## src/rtl/ctrl_pkg.sv

```systemverilog
// Shared encodings for the ID-stage control path: opcodes, ALU op codes,
// destination / write-back / branch-type selects and the control bundle.
package ctrl_pkg;

    // Primary opcodes (instr[31:26])
    localparam logic [5:0] OP_RTYPE = 6'd0;
    localparam logic [5:0] OP_J     = 6'd2;
    localparam logic [5:0] OP_JAL   = 6'd3;
    localparam logic [5:0] OP_BEQ   = 6'd4;
    localparam logic [5:0] OP_BNE   = 6'd5;
    localparam logic [5:0] OP_BLT   = 6'd6;
    localparam logic [5:0] OP_BLE   = 6'd7;
    localparam logic [5:0] OP_ADDI  = 6'd8;
    localparam logic [5:0] OP_ORI   = 6'd13;
    localparam logic [5:0] OP_LI    = 6'd15;
    localparam logic [5:0] OP_LW    = 6'd35;
    localparam logic [5:0] OP_SW    = 6'd43;

    // ALU op codes
    localparam logic [2:0] ALU_FUNCT = 3'b000;  // R-type, funct field decides
    localparam logic [2:0] ALU_SUB   = 3'b001;  // BEQ / BLT / BLE compare
    localparam logic [2:0] ALU_NE    = 3'b010;  // BNE compare
    localparam logic [2:0] ALU_ADD   = 3'b011;  // ADDI and address generation
    localparam logic [2:0] ALU_OR    = 3'b101;
    localparam logic [2:0] ALU_LI    = 3'b110;
    localparam logic [2:0] ALU_JUMP  = 3'b111;

    // Destination register select
    localparam logic [1:0] RD_RT = 2'b00;
    localparam logic [1:0] RD_RD = 2'b01;
    localparam logic [1:0] RD_RA = 2'b10;

    // Write-back source select
    localparam logic [1:0] WB_ALU = 2'b00;
    localparam logic [1:0] WB_MEM = 2'b01;
    localparam logic [1:0] WB_IMM = 2'b10;
    localparam logic [1:0] WB_PC  = 2'b11;

    // Branch type
    localparam logic [1:0] BT_EQ = 2'b00;
    localparam logic [1:0] BT_LE = 2'b01;
    localparam logic [1:0] BT_LT = 2'b10;
    localparam logic [1:0] BT_NE = 2'b11;

    localparam logic [4:0] REG_RA = 5'd31;

    typedef struct packed {
        logic [2:0] aluOp;
        logic       aluSrc;
        logic       regWrite;
        logic [1:0] regDst;
        logic [1:0] memToReg;
        logic       branch;
        logic [1:0] branchType;
        logic       jump;
        logic       memRead;
        logic       memWrite;
    } ctrl_t;

    localparam ctrl_t CTRL_BUBBLE = '0;

endpackage

```

## src/rtl/main_ctrl_dec.sv

```systemverilog
// Purely combinational main decoder: opcode to control bundle, with a flag
// for opcodes outside the supported set (those decode to the bubble bundle).
module main_ctrl_dec
    import ctrl_pkg::*;
(
    input  logic [5:0] opcode,
    output ctrl_t      ctrl,
    output logic       illegal
);

    // Opcode lookup table; unknown opcodes fall through to the bubble bundle
    always_comb begin
        ctrl    = CTRL_BUBBLE;
        illegal = 1'b0;
        case (opcode)
            OP_RTYPE: begin
                ctrl.aluOp    = ALU_FUNCT;
                ctrl.regWrite = 1'b1;
                ctrl.regDst   = RD_RD;
            end
            OP_J: begin
                ctrl.aluOp = ALU_JUMP;
                ctrl.jump  = 1'b1;
            end
            OP_JAL: begin
                ctrl.aluOp    = ALU_JUMP;
                ctrl.regWrite = 1'b1;
                ctrl.regDst   = RD_RA;
                ctrl.memToReg = WB_PC;
                ctrl.jump     = 1'b1;
            end
            OP_BEQ: begin
                ctrl.aluOp      = ALU_SUB;
                ctrl.branch     = 1'b1;
                ctrl.branchType = BT_EQ;
            end
            OP_BNE: begin
                ctrl.aluOp      = ALU_NE;
                ctrl.branch     = 1'b1;
                ctrl.branchType = BT_NE;
            end
            OP_BLT: begin
                ctrl.aluOp      = ALU_SUB;
                ctrl.branch     = 1'b1;
                ctrl.branchType = BT_LT;
            end
            OP_BLE: begin
                ctrl.aluOp      = ALU_SUB;
                ctrl.branch     = 1'b1;
                ctrl.branchType = BT_LE;
            end
            OP_ADDI: begin
                ctrl.aluOp    = ALU_ADD;
                ctrl.aluSrc   = 1'b1;
                ctrl.regWrite = 1'b1;
            end
            OP_ORI: begin
                ctrl.aluOp    = ALU_OR;
                ctrl.aluSrc   = 1'b1;
                ctrl.regWrite = 1'b1;
            end
            OP_LI: begin
                ctrl.aluOp    = ALU_LI;
                ctrl.regWrite = 1'b1;
                ctrl.memToReg = WB_IMM;
            end
            OP_LW: begin
                ctrl.aluOp    = ALU_ADD;
                ctrl.aluSrc   = 1'b1;
                ctrl.regWrite = 1'b1;
                ctrl.memToReg = WB_MEM;
                ctrl.memRead  = 1'b1;
            end
            OP_SW: begin
                ctrl.aluOp    = ALU_ADD;
                ctrl.aluSrc   = 1'b1;
                ctrl.regDst   = RD_RD;
                ctrl.memWrite = 1'b1;
            end
            default: begin
                illegal = 1'b1;
            end
        endcase
    end

endmodule

```

## src/rtl/id_ctrl_stage.sv

```systemverilog
// Registered ID control stage: decodes the IF/ID instruction into the EX
// control bundle, stalls on a load-use hazard against the load it issued
// last cycle, squashes on flush and counts inserted bubbles.
module id_ctrl_stage
    import ctrl_pkg::*;
#(
    parameter int LOAD_STALLS = 1,
    parameter int ALUOP_W     = 3,
    parameter int PERF_W      = 16
) (
    input  logic               clk_i,
    input  logic               rst_i,
    input  logic               valid_i,
    input  logic [31:0]        instr_i,
    input  logic               flush_i,
    output logic               stall_o,
    output logic               valid_o,
    output logic               branch_o,
    output logic               jump_o,
    output logic               mem_read_o,
    output logic               mem_write_o,
    output logic               alu_src_o,
    output logic               reg_write_o,
    output logic [1:0]         branch_type_o,
    output logic [1:0]         mem_to_reg_o,
    output logic [1:0]         reg_dst_o,
    output logic [ALUOP_W-1:0] alu_op_o,
    output logic [4:0]         rs_o,
    output logic [4:0]         rt_o,
    output logic [4:0]         wr_addr_o,
    output logic               illegal_o,
    output logic [PERF_W-1:0]  bubbles_o
);

    typedef enum logic {ST_RUN, ST_HOLD} state_t;

    // Remaining HOLD cycles after the hazard cycle itself
    localparam logic [1:0] HOLD_CNT = 2'(LOAD_STALLS - 1);

    // Destination address after reg_dst resolution; 0 when nothing is written
    function automatic logic [4:0] resolveWrAddr(input logic [1:0] regDst,
                                                 input logic       regWrite,
                                                 input logic [4:0] rt,
                                                 input logic [4:0] rd);
        logic [4:0] addr;
        case (regDst)
            RD_RT:   addr = rt;
            RD_RD:   addr = rd;
            RD_RA:   addr = REG_RA;
            default: addr = 5'd0;
        endcase
        return regWrite ? addr : 5'd0;
    endfunction

    // Increment that sticks at all-ones
    function automatic logic [PERF_W-1:0] satInc(input logic [PERF_W-1:0] v);
        return (&v) ? v : v + PERF_W'(1);
    endfunction

    state_t             state;
    logic [1:0]         cnt;

    ctrl_t              decCtrl;
    logic               decIllegal;
    logic [4:0]         rs;
    logic [4:0]         rt;
    logic [4:0]         rd;
    logic               unusedInstr;

    logic               hazard;
    logic               stallReq;
    logic               issue;
    logic               insertBubble;
    logic               illegalNext;

    ctrl_t              ctrl_p1;
    logic               vld_p1;
    logic [4:0]         rs_p1;
    logic [4:0]         rt_p1;
    logic [4:0]         wrAddr_p1;
    logic               illegal_p1;
    logic [PERF_W-1:0]  bubbleCnt;

    assign rs          = instr_i[25:21];
    assign rt          = instr_i[20:16];
    assign rd          = instr_i[15:11];
    assign unusedInstr = ^instr_i[10:0];

    main_ctrl_dec uDec (
        .opcode  (instr_i[31:26]),
        .ctrl    (decCtrl),
        .illegal (decIllegal)
    );

    // Hazard compare against the bundle currently in EX, plus issue decisions
    always_comb begin
        hazard = valid_i && vld_p1 && ctrl_p1.memRead && (wrAddr_p1 != 5'd0)
                 && ((wrAddr_p1 == rs) || (wrAddr_p1 == rt));
        stallReq     = (state == ST_HOLD) || ((state == ST_RUN) && hazard);
        stall_o      = !flush_i && stallReq;
        issue        = valid_i && !flush_i && !stallReq && !decIllegal;
        insertBubble = valid_i && (flush_i || stallReq || decIllegal);
        illegalNext  = valid_i && !flush_i && !stallReq && decIllegal;
    end

    // Stall FSM: hazard cycle in RUN, then LOAD_STALLS-1 cycles in HOLD
    always_ff @(posedge clk_i) begin
        if (rst_i || flush_i) begin
            state <= ST_RUN;
            cnt   <= 2'd0;
        end else begin
            case (state)
                ST_RUN: begin
                    if (hazard && (HOLD_CNT != 2'd0)) begin
                        state <= ST_HOLD;
                        cnt   <= HOLD_CNT;
                    end
                end
                ST_HOLD: begin
                    cnt <= cnt - 2'd1;
                    if (cnt <= 2'd1) begin
                        state <= ST_RUN;
                    end
                end
                default: begin
                    state <= ST_RUN;
                    cnt   <= 2'd0;
                end
            endcase
        end
    end

    // ---- ID -> EX boundary: launch decoded bundle or a bubble ----
    always_ff @(posedge clk_i) begin
        if (rst_i) begin
            ctrl_p1    <= CTRL_BUBBLE;
            vld_p1     <= 1'b0;
            rs_p1      <= 5'd0;
            rt_p1      <= 5'd0;
            wrAddr_p1  <= 5'd0;
            illegal_p1 <= 1'b0;
        end else begin
            illegal_p1 <= illegalNext;
            if (issue) begin
                ctrl_p1   <= decCtrl;
                vld_p1    <= 1'b1;
                rs_p1     <= rs;
                rt_p1     <= rt;
                wrAddr_p1 <= resolveWrAddr(decCtrl.regDst, decCtrl.regWrite, rt, rd);
            end else begin
                ctrl_p1   <= CTRL_BUBBLE;
                vld_p1    <= 1'b0;
                rs_p1     <= 5'd0;
                rt_p1     <= 5'd0;
                wrAddr_p1 <= 5'd0;
            end
        end
    end

    // Saturating count of bubbles that displaced a real instruction
    always_ff @(posedge clk_i) begin
        if (rst_i) begin
            bubbleCnt <= '0;
        end else if (insertBubble) begin
            bubbleCnt <= satInc(bubbleCnt);
        end
    end

    assign valid_o       = vld_p1;
    assign branch_o      = ctrl_p1.branch;
    assign jump_o        = ctrl_p1.jump;
    assign mem_read_o    = ctrl_p1.memRead;
    assign mem_write_o   = ctrl_p1.memWrite;
    assign alu_src_o     = ctrl_p1.aluSrc;
    assign reg_write_o   = ctrl_p1.regWrite;
    assign branch_type_o = ctrl_p1.branchType;
    assign mem_to_reg_o  = ctrl_p1.memToReg;
    assign reg_dst_o     = ctrl_p1.regDst;
    assign alu_op_o      = ALUOP_W'(ctrl_p1.aluOp);
    assign rs_o          = rs_p1;
    assign rt_o          = rt_p1;
    assign wr_addr_o     = wrAddr_p1;
    assign illegal_o     = illegal_p1;
    assign bubbles_o     = bubbleCnt;

endmodule

```

## config.mk

```make
export PLATFORM = sky130hd
export DESIGN_NAME = id_ctrl_stage
export DESIGN_NICKNAME = d
export VERILOG_FILES = /design/src/rtl/ctrl_pkg.sv /design/src/rtl/main_ctrl_dec.sv /design/src/rtl/id_ctrl_stage.sv
export SDC_FILE = /design/constraint.sdc
export NUM_CORES = 1
export LEC_CHECK = 0
export CORE_ASPECT_RATIO = 0.8
export CORE_MARGIN = 2
export CORE_UTILIZATION = 45
export DETAILED_ROUTE_END_ITERATION = 7
export GPL_ROUTABILITY_DRIVEN = 0
export HOLD_SLACK_MARGIN = 0.03
export PLACE_DENSITY_LB_ADDON = 0.1
export SLEW_MARGIN = 25
export SYNTH_ARGS = -nofsm -noshare
export SYNTH_HDL_FRONTEND = slang
export SYNTH_HIERARCHICAL = 1
export SYNTH_SLANG_ARGS = --single-unit
```

## constraint.sdc

```tcl
create_clock -name clk_i -period 2.5 [get_ports clk_i]
set_input_delay 0.375 -clock clk_i [delete_from_list [all_inputs] [get_ports clk_i]]
set_output_delay 0.375 -clock clk_i [all_outputs]
set_load 0.02 [all_outputs]
```

* After elaboration in Yosys (flattened, before gate mapping)
Cells that the tools add are included.
** Word-level totals
- Logic and storage cells :: 86
- Memories :: 0
- Input port bits :: 36
- Bits in latches :: 0
- Bits in registers :: 51
- Bits in read-only memories :: 0
- RAM bits :: 0
- Output and inout port bits :: 49
** Cells by class
- Equality and inequality tests :: 15
- Mux-type cells :: 13
- $mul :: 0
- $lt $le $gt $ge :: 1
- Bitwise logic cells :: 4
- Reductions and logical operators :: 33
- Shift operators :: 0
- Divide/modulo/power cells :: 0
- $add $sub $neg :: 2
** Operators with widths (number)
- == test 6 x 3 -> 1 bit (second input constant) :: 4
- == test 6 x 4 -> 1 bit (second input constant) :: 3
- one-hot mux 3 bit (6 select lines) :: 1
- adder 16 x 1 -> 16 bit (second input constant) :: 1
- AND reduction 16 bit :: 1
- one-hot mux 5 bit (3 select lines) :: 1
- == test 6 x 2 -> 1 bit (second input constant) :: 2
- == test 6 bit (second input constant) :: 2
- one-hot mux 3 bit (4 select lines) :: 1
- OR reduction 12 bit :: 1
- logical AND 1 bit :: 11
- == test 5 bit :: 2
- OR reduction 3 bit :: 3
- two-way mux 1 bit :: 8
- OR reduction 2 bit :: 4
- logical NOT 6 bit :: 1
- one-hot mux 2 bit (3 select lines) :: 1
- OR reduction 6 bit :: 1
- logical OR 1 bit :: 5
- nonzero test 5 bit :: 1
- inverter 1 bit :: 4
- one-hot mux 2 bit (2 select lines) :: 1
- OR reduction 4 bit :: 1
- == test 2 x 1 -> 1 bit (second input constant) :: 1
- other kinds (6) :: 7

* Longest topological paths before layout
Gate-level depths: netlist (run 1).
- Depth in word-level cells :: 11
- Depth in mapped cells :: 11
- Mapped depth without buffers :: 7

* By module
Netlist (run 1), hierarchy kept.
** Modules (own cells, without submodules)
- id_ctrl_stage :: times used 1, cells an instance 223, area each 2067.0 µm², sequential area each 1021.0 µm²
- main_ctrl_dec :: times used 1, cells an instance 56, area each 367.9 µm², sequential area each 0.0 µm²

* Least setup slack after synthesis (run 1)
OpenSTA, ideal clock, no wires.
- Path type :: input-to-reg
- Start point :: input instr_i[28]
- End point :: register bubbleCnt[5] (netlist: bubbles_o[5])
- Arrival :: 2040 ps
- Buffers on the path :: 3
- Setup slack :: 339 ps
- Setup time :: 121 ps
- Data required time :: 2379 ps
- Stages :: 10
- Cells stage by stage :: buf_2 buf_2 nor3b_1 o21ai_0 o2111ai_1 nor3_1 a2bb2oi_2 buf_6 nor4_1 mux2_2
** Between the ends
- Cells in the longest elaborated chain, start to end :: 6
- Elaborated cells on any way between the ends :: 17
- Classes of those cells :: eq/ne (11); mux (1); reduce/logical (5)
** RTL lines
- from (decl) :: line id_ctrl_stage.sv:14 : input logic [31:0] instr_i,
- == test 6 x 2 -> 1 bit (tied with other cells) :: line main_ctrl_dec.sv:15 : case (opcode)
- OR reduction 12 bit (no line) *
- two-way mux 1 bit * :: line main_ctrl_dec.sv:15
- net decIllegal :: line id_ctrl_stage.sv:64 : logic decIllegal;
- logical OR 1 bit * :: line id_ctrl_stage.sv:102 : insertBubble = valid_i && (flush_i || stallReq || decIllegal);
- logical AND 1 bit * :: line id_ctrl_stage.sv:102
- AND reduction 2 bit (no line) *
- to (signal assigned) :: line id_ctrl_stage.sv:165 : bubbleCnt <= satInc(bubbleCnt);
- to (decl) :: line id_ctrl_stage.sv:82 : logic [PERF_W-1:0] bubbleCnt;
Mark *: on every way through the listed nets, which the timed path passes. The rest lies on a longest branch.
A chain may end at the register's enable or synchronous reset.

* Worst setup path in the final report (run 1)
- Start point :: input instr_i[16]
- End point :: output stall_o
** Between the ends
- Cells in the longest elaborated chain, start to end :: 6
** RTL lines
- == test 5 bit :: line id_ctrl_stage.sv:98 : && ((wrAddr_p1 == rs) || (wrAddr_p1 == rt));
- logical OR 1 bit :: line id_ctrl_stage.sv:98
- logical AND 1 bit :: line id_ctrl_stage.sv:98
- logical AND 1 bit :: line id_ctrl_stage.sv:99 : stallReq = (state == ST_HOLD) || ((state == ST_RUN) && hazard);
- logical OR 1 bit :: line id_ctrl_stage.sv:99
- logical AND 1 bit :: line id_ctrl_stage.sv:100 : stall_o = !flush_i && stallReq;
- to (decl) :: line id_ctrl_stage.sv:16 : output logic stall_o,
Every way passes these cells.

==> summary by stage, run 1 <==
Floorplanning
The width of the die is between 80 and 90 um. From bottom edge to top edge, the die measures 69.8 um. The area of the die is 6020 sq um. The initial cell density of the core is 0.475. The core region is 5120 sq um. The number of top-level pins is between 80 and 90.

The number of rows created at floorplan is 23.

Worst setup path
The class of the most critical setup path is input port to primary output. In this run the register-to-register setup slack is 0.42 ns. STA classifies the critical path startpoint as an input port. In this run the critical register-to-register path is launched from wr_addr_o[0]. The most critical setup path has its startpoint at instr_i[16]. At the worst endpoint, the required time is 2.12 ns. Among all stages on the critical path, the largest delay is contributed by sky130_fd_sc_hd__clkdlybuf4s50_1. The peak per-stage delay on the critical path is 0.52 ns. The signal on the critical path passes through clkdlybuf4s50_1 > xnor2_1 > nand3_1 > o22ai_2 > a21oi_1 > nor2_1 > dlygate4sd2_1. In this run the worst path has a maximum fanout of 2. The arrival time at the worst endpoint is 1.93 ns. The element type at the critical path end is a primary output.

Timing
The transition at the pin with the smallest max-transition slack is 0.478 ns. The headroom to the max-slew limit is 0.681. The max-slew violation count came to 0. The minimum clock period is 2.30 ns. Setup repair after global routing left no endpoint under its margin. The number of endpoints with negative hold slack in the final report is 0. Setup violations remaining at the end of the flow were counted as 0. The largest clock skew in the final design is 0.00683 ns. The share of the clock period used by the worst path is 0.921.

The worst path setup slack after routing is 0.198 ns. In the final timing run, aggregate negative setup slack is 0 ns. Derived from the worst setup path, the maximum achievable clock frequency is 434 MHz.

Global routing
The via count of the first global-routing pass was around 2,000. The number of antenna violations at the first check in global routing is 0. Global routing finished with a remaining overflow of 0. The all-layer global routing usage is 0.186. The first global-routing pass estimated 9130 um of wire. Entering global routing, the biggest net connects 32 pins.

Clocking
The TritonCTS clock tree is done. TritonCTS created 5 clock buffers. The tree is rooted in a sky130_fd_sc_hd__clkbuf_8. Clock-pin slew was measured on the worst setup and hold paths at roughly 0.090 ns.

Post-CTS timing repair inserted 0 buffers for setup. The deepest level of the CTS H-tree is 2. The maximum buffer depth of the clock tree is 2. The hold buffer count at cts is 0. The clock reaches the later pin of the worst-skew pair after approximately 0.3 ns. The clock net in this run drives a total of 51 sinks.

Cells and area
The share of cells above drive strength 1 is 0.119. The repair_antennas step left the layout with diodes totalling 0. The area growth from synthesis to layout is 42.8%. The finished layout holds 431 standard cells, fillers aside. The multi-input combinational cells in the finished layout cover a total of 1290 sq um. The area taken by flip-flops and latches is 1020 sq um. Fill cells in the final layout number about 430. At the end of the flow, the number of nets in the layout was 406.

Synthesis
The number of flops mapped to enable cells by yosys is 0. sky130_fd_sc_hd__dfxtp_1 is the most common cell in the netlist. Counting every net in the synthesized netlist gives around 320.

The Yosys step of the flow raised 6 warnings. The fraction of synthesized cell area taken by the top area cell type is 0.419. Counting every instance in the synthesized netlist gives 279. The post-synthesis instance area is approximately 2400 sq um. The portion of the post-synthesis area used by sequential elements is 0.419.

The leading register cell type out of synthesis is sky130_fd_sc_hd__dfxtp_1. By count the netlist is led by sky130_fd_sc_hd__dfxtp_1, sky130_fd_sc_hd__and2_1, sky130_fd_sc_hd__nand2_1. By area the synthesized netlist is led by sky130_fd_sc_hd__dfxtp_1, sky130_fd_sc_hd__and2_1, sky130_fd_sc_hd__xnor2_1. In this run the mean area of a mapped cell was ~8.7 sq um. The number of different library cells in the post-synthesis netlist is 49. The flip-flop and latch count after synthesis is 51. The post-synthesis async set-or-reset flop share is 0. The post-synthesis cell type with the largest combined area is sky130_fd_sc_hd__dfxtp_1.

Power and ir drop
The post-route total power is 1600 uW. Summed over all cells, the static leakage comes to 0.00128 uW. In this run the power density over the cells is ~460 nW/um^2. The peak supply drop is around 0.30 mV.

Flow run
The number of max-cap violations is 0.

Route
The via density per instance is 5.31. The remaining number of nets flagged by the antenna check after routing is 0. After the first detailed-routing iteration, the DRC count stood at 123.

The iteration count of the initial detailed-routing pass is 4. The number of remaining DRC errors is 0. The total number of vias is 2,290. The aggregate routed wire length is 5560 um. In the final routed layout, each cell accounts on average for 12.9 um.

Outcome
The flow ran to the end, and the final reports show no timing, DRC or antenna violations.

Place
OpenSTA, run right after detailed placement, puts the worst setup slack at -0.110 ns. The detailed placer's ending HPWL is 4170 um. During placement, the flow inserted port buffers numbering 73. The number of placed instances with taps included is 423.

Hold path
The worst hold path begins at cnt[1]. The path class of the tightest hold or removal check is register to register.
-- timing repair --
| item | CTS | global route |
|---|---|---|
| setup endpoints to repair | 1 | 1 |
| pin swaps | 0 | 0 |
| resized for setup | 1 | 1 |
-- layout by cell type, fill, tap and decap left out, types with 2 or more instances in the layout --
cell type                         count
sky130_fd_sc_hd__a21oi_1             14
sky130_fd_sc_hd__nor4_1               6
sky130_fd_sc_hd__nand3_1              8
sky130_fd_sc_hd__o21a_1               2
sky130_fd_sc_hd__ha_1                 2
sky130_fd_sc_hd__clkbuf_8             6
sky130_fd_sc_hd__nor3_1              14
sky130_fd_sc_hd__and4_1               2
sky130_fd_sc_hd__mux2_2               2
sky130_fd_sc_hd__nor2b_1              6
sky130_fd_sc_hd__or3_1                3
sky130_fd_sc_hd__o31ai_1              7
sky130_fd_sc_hd__and3b_1              2
sky130_fd_sc_hd__nand4_1              7
sky130_fd_sc_hd__xor2_1               3
sky130_fd_sc_hd__nand2_1             22
sky130_fd_sc_hd__and3_1               7
sky130_fd_sc_hd__inv_1                5
sky130_fd_sc_hd__xnor2_1             11
sky130_fd_sc_hd__dfxtp_1             51
sky130_fd_sc_hd__and2_1              27
sky130_fd_sc_hd__o21ai_0             10
sky130_fd_sc_hd__clkdlybuf4s50_1     72
sky130_fd_sc_hd__nand2b_1             2
sky130_fd_sc_hd__o32ai_1              2
sky130_fd_sc_hd__nor2_1              16
sky130_fd_sc_hd__or4_1                9
sky130_fd_sc_hd__buf_4               26
-- cells by family after synthesis --
logic type      Yosys count  share of synthesized area
fa+ha+maj                 2                     0.0103
mux                       4                     0.0180
flops                    51                      0.419
buf+inv                  24                     0.0519
compound gates           45                      0.126
simple gates            139                      0.324
xor+xnor                 14                     0.0504
-- layout make-up --
class,count,area share
multi-input cells,204,0.372
flip-flops and latches,51,0.294
repair buffers,100,0.272
clock buffers,6,0.0238
well taps,62,0.0223
clock inverters,2,0.0101
inverters,6,0.00648
-- routing by layer --
| metal | wire [um] | track usage |
|---|---|---|
| met1 | 2730 | 0.266 |
| met2 | 2390 | 0.278 |
| met3 | 371 | 0.0405 |
| met4 | 72 | 0.0608 |
| met5 | 0 | 0 |
-- registers in the layout, summed over array words and instances, names as in the netlist, 2 cells and up --
register	cells
branch_type_o	2
mem_to_reg_o	2
bubbles_o	16
reg_dst_o	2
cnt	2
alu_op_o	3
wr_addr_o	5
rs_o	5
rt_o	5
-- worst max-delay path, delay by kind of cell --
kind / cells / cell delay (ns)
AO/OA/AOI/OAI: 2 / 0.33
XOR/XNOR: 1 / 0.13
buffers and inverters: 2 / 0.88
AND/OR/NAND/NOR: 2 / 0.22
-- worst paths after layout --
path,to,cells past startpoint
max,stall_o,7
min,state,2
max reg2reg,bubbles_o[5],8
min reg2reg,state,2
-- where the power goes --
| group | total, uW | switching (uW) | internal, uW |
|---|---|---|---|
| registers | 821 | 3.96 | 817 |
| logic | 187 | 87.9 | 99.4 |
| clock network | 593 | 268 | 324 |
| total | 1600 | 360 | 1240 |
-- through the flow --
stage          cell area, sq um  hold slack [ns]  utilization
2_1_floorplan              2430            0.437            -
3_3_place_gp               3350            0.450        0.655
3_5_place_dp               3350            0.460        0.655
4_1_cts                    3470            0.475        0.678
5_1_grt                    3480            0.523        0.679
6_report                   3480            0.473        0.679
Power figures use the tool's default switching activity.
==> run 2, diff against run 1 <==
SETUP_SLACK_MARGIN = 0.3   (was default)
==> run 2 against run 1 <==
Via count rose by 0.31%. Hold slack got worse by 0.021 ns. Maximum frequency rose by 7.2%. Routed wire length rose by 2.6%. Clock skew rose by 0.0016 ns. Total power rose by 0.79%. Die area did not move. Sequential share of layout area fell by 0.65 points. Clock-buffer cell count did not move. Combinational power rose by 6%. Highest routed layer unchanged.
==> summary by stage, run 2 (synthesized netlist as in run 1, its figures left out) <==
Route
The number of remaining DRC errors is 0 (unchanged). The via density per instance is 5.27 (-0.84%). The iteration count of the initial detailed-routing pass is 4 (unchanged). The number of DRC markers in iteration 0 was 95 (-23%). The aggregate routed wire length is 5710 um (+2.6%). The remaining number of nets flagged by the antenna check after routing is 0 (unchanged). The detailed-route wire length per cell is 13.1 um (+1.4%). The total number of vias is 2,297 (+0.31%).

Floorplanning
The die height is 69.8 um (unchanged). The core area was 5120 sq um (unchanged). The area of the die came to 6020 sq um (unchanged). The number of rows created at floorplan is 23 (unchanged). The width of the die is 86.2 um (unchanged). The initial cell density of the core is 0.475 (unchanged). The number of top-level pins was 85 (unchanged).

Clocking
The deepest level of the CTS H-tree came to 2 (unchanged). The TritonCTS clock tree is done. The total number of clock tree sinks was 51 (unchanged).

Clock tree synthesis selected as its root buffer the cell sky130_fd_sc_hd__clkbuf_8. The source-to-sink clock delay at the later pin of the worst-skew pair is 0.30 ns (about the same). The clock transition time at the flip-flop clock pins of the worst setup and hold paths is 0.10 ns (about the same). The total CTS buffers is 5 (unchanged). The maximum buffer depth of the clock tree is 2 (unchanged). The hold buffer count at cts is 0 (unchanged).

Cells and area
The cell area after layout was 3550 sq um (+2.3%). The most common library cell in the layout ignoring fill and taps is sky130_fd_sc_hd__clkdlybuf4s50_1. The number of antenna cells inserted is 0 (unchanged).

The layout-stage area growth over the synthesis result is 46.0%. The share of cells above drive strength 1 is 0.147 (+0.0278). The total area of multi-input combinational cells is 1320 sq um (+2.4%). The final cell utilization of the core came to 0.694 (+0.0154). In the layout the commonest cells are sky130_fd_sc_hd__clkdlybuf4s50_1, sky130_fd_sc_hd__dfxtp_1, sky130_fd_sc_hd__buf_4, sky130_fd_sc_hd__and2_1, sky130_fd_sc_hd__nand2_1. The count of filler cells inserted in the layout was 423 (-1.2%). The area taken by flip-flops and latches is 1020 sq um (unchanged). The number of flip-flops under the largest register name came to 16 (unchanged).

The final-stage net count is 411 (+1.2%).

Timing
The maximum operating frequency is 466 MHz (+7.2%). The worst path setup slack after routing was 0.353 ns (+0.155 ns). The number of endpoints with negative hold slack in the final report is 0 (unchanged). Setup repair after global routing could not meet its margin everywhere. The number of failing setup endpoints in the final timing report came to 0 (unchanged). The share of the clock period used by the worst path is 0.859 (-0.0621).

The largest clock skew in the final design was 0.00839 ns (+0.00156 ns). The transition at the pin with the smallest max-transition slack is 0.462 ns (-0.0167 ns). The headroom to the max-slew limit is 0.690 (+0.00965). The minimum clock period is 2.15 ns (-0.155 ns). The minimum hold slack is 0.452 ns (-0.0206 ns). The max-slew violation count is 0 (unchanged).

Flow run
The number of max-cap violations is 0 (unchanged).

Place
The detailed placer's ending HPWL is 4170 um (unchanged). The worst slack at placement is -0.110 ns (unchanged). The standard cell area after detailed placement is 3350 sq um (unchanged).

The count of buffers inserted at the top-level ports is 73 (unchanged).

Global routing
The total overflow reported by the global router is 0 (unchanged). The first-pass GRT wire length is 9130 um (unchanged). The all-layer global routing usage is 0.186 (unchanged).

The number of antenna violations at the first check in global routing is 0 (unchanged). The largest net degree at the start of global routing is 32 (unchanged). The via count of the first global-routing pass is 2,012 (unchanged).

Worst setup path
The maximum fanout along the worst path came to 13 (+11). The nature of the critical path startpoint is an input port. The critical path goes through clkdlybuf4s50_1 > nor3b_2 > o21ai_1 > o2111ai_2 > nor3_2 > a2bb2oi_2 > buf_6 > nor3_1 > mux2_1.

The element type at the critical path end is a register. The setup path with the least slack is of type input port to register. The peak per-stage delay on the critical path was 0.41 ns (-0.11 ns). The slowest stage cell on the critical path is sky130_fd_sc_hd__clkdlybuf4s50_1. The required time at the worst-slack endpoint is 2.70 ns (+0.58 ns).

The arrival time at the worst endpoint is 2.35 ns (+0.42 ns).

Power and ir drop
The post-route total power is 1610 uW (+0.79%). The static leakage power is 0.00134 uW (+4.3%). The peak supply drop was 0.320 mV (+4.9%). The power density over cell area is 454 nW/um^2 (-1.4%).

Outcome
The run finished with clean final reports.

Hold path
The class of the tightest hold or removal check is input port to register.
-- run 2: cell count changes in the layout (fill, tap and decap cells not counted), moves of 2 or more --
cell | before | now
sky130_fd_sc_hd__dlymetal6s2s_1 | 0 | 3
sky130_fd_sc_hd__buf_4 | 26 | 29
sky130_fd_sc_hd__buf_6 | 0 | 2
sky130_fd_sc_hd__nor4_1 | 6 | 4
sky130_fd_sc_hd__clkdlybuf4s50_1 | 72 | 68
sky130_fd_sc_hd__nor4_2 | 0 | 2
-- run 2: worst max-delay path: cells and delay by family --
kind            cells  cell delay [ns]
mux                 1             0.33
simple gates        3             0.48
buf+inv             2             0.58
compound gates      3             0.57
-- run 2: per-stage QoR --
| step | TNS, ns | instances |
|---|---|---|
| CTS | 0 | 431 |
| global route | 0 | 436 |
| finish | 0 | 436 |
| floorplan | 0 | 279 |
| global placement | -0.257 | 423 |
| detailed placement | -0.401 | 423 |
-- run 2: repair_timing --
item,CTS,global route
endpoints found under the setup margin,8,17
buffers inserted,0,5
resized for setup,8,10
pin swaps,0,3
-- run 2: per-layer routing --
metal	vias to the layer above	global-route usage	routed length, um
met5	-	0	0
met3	9	0.0405	329
met2	61	0.278	2490
met1	1053	0.266	2820
li1	1174	-	-
met4	0	0.0608	65
-- run 2: power breakdown --
group          switching (uW)  total [uW]  internal, uW
clock                     270         594           324
combinational            92.3         199           107
sequential               3.91         821           817
total                     366        1610          1250
-- run 2: layout make-up --
type / instances / area share
clock buffers: 6 / 0.0232
clock inverters: 2 / 0.00986
repair buffers: 105 / 0.279
flip-flops and latches: 51 / 0.287
inverters: 6 / 0.00634
well taps: 62 / 0.0218
multi-input cells: 204 / 0.372
-- run 2: path summary, 6_finish.rpt --
| kind | from | depth (start not counted) | slack [ns] | end |
|---|---|---|---|---|
| worst max-delay path | instr_i[27] | 9 | 0.35 | bubbles_o[13] |
| worst min register to register | cnt[1] | 2 | 0.47 | state |
| worst min-delay path | instr_i[20] | 3 | 0.45 | rt_o[4] |
| worst max register to register | bubbles_o[0] | 8 | 0.48 | bubbles_o[4] |
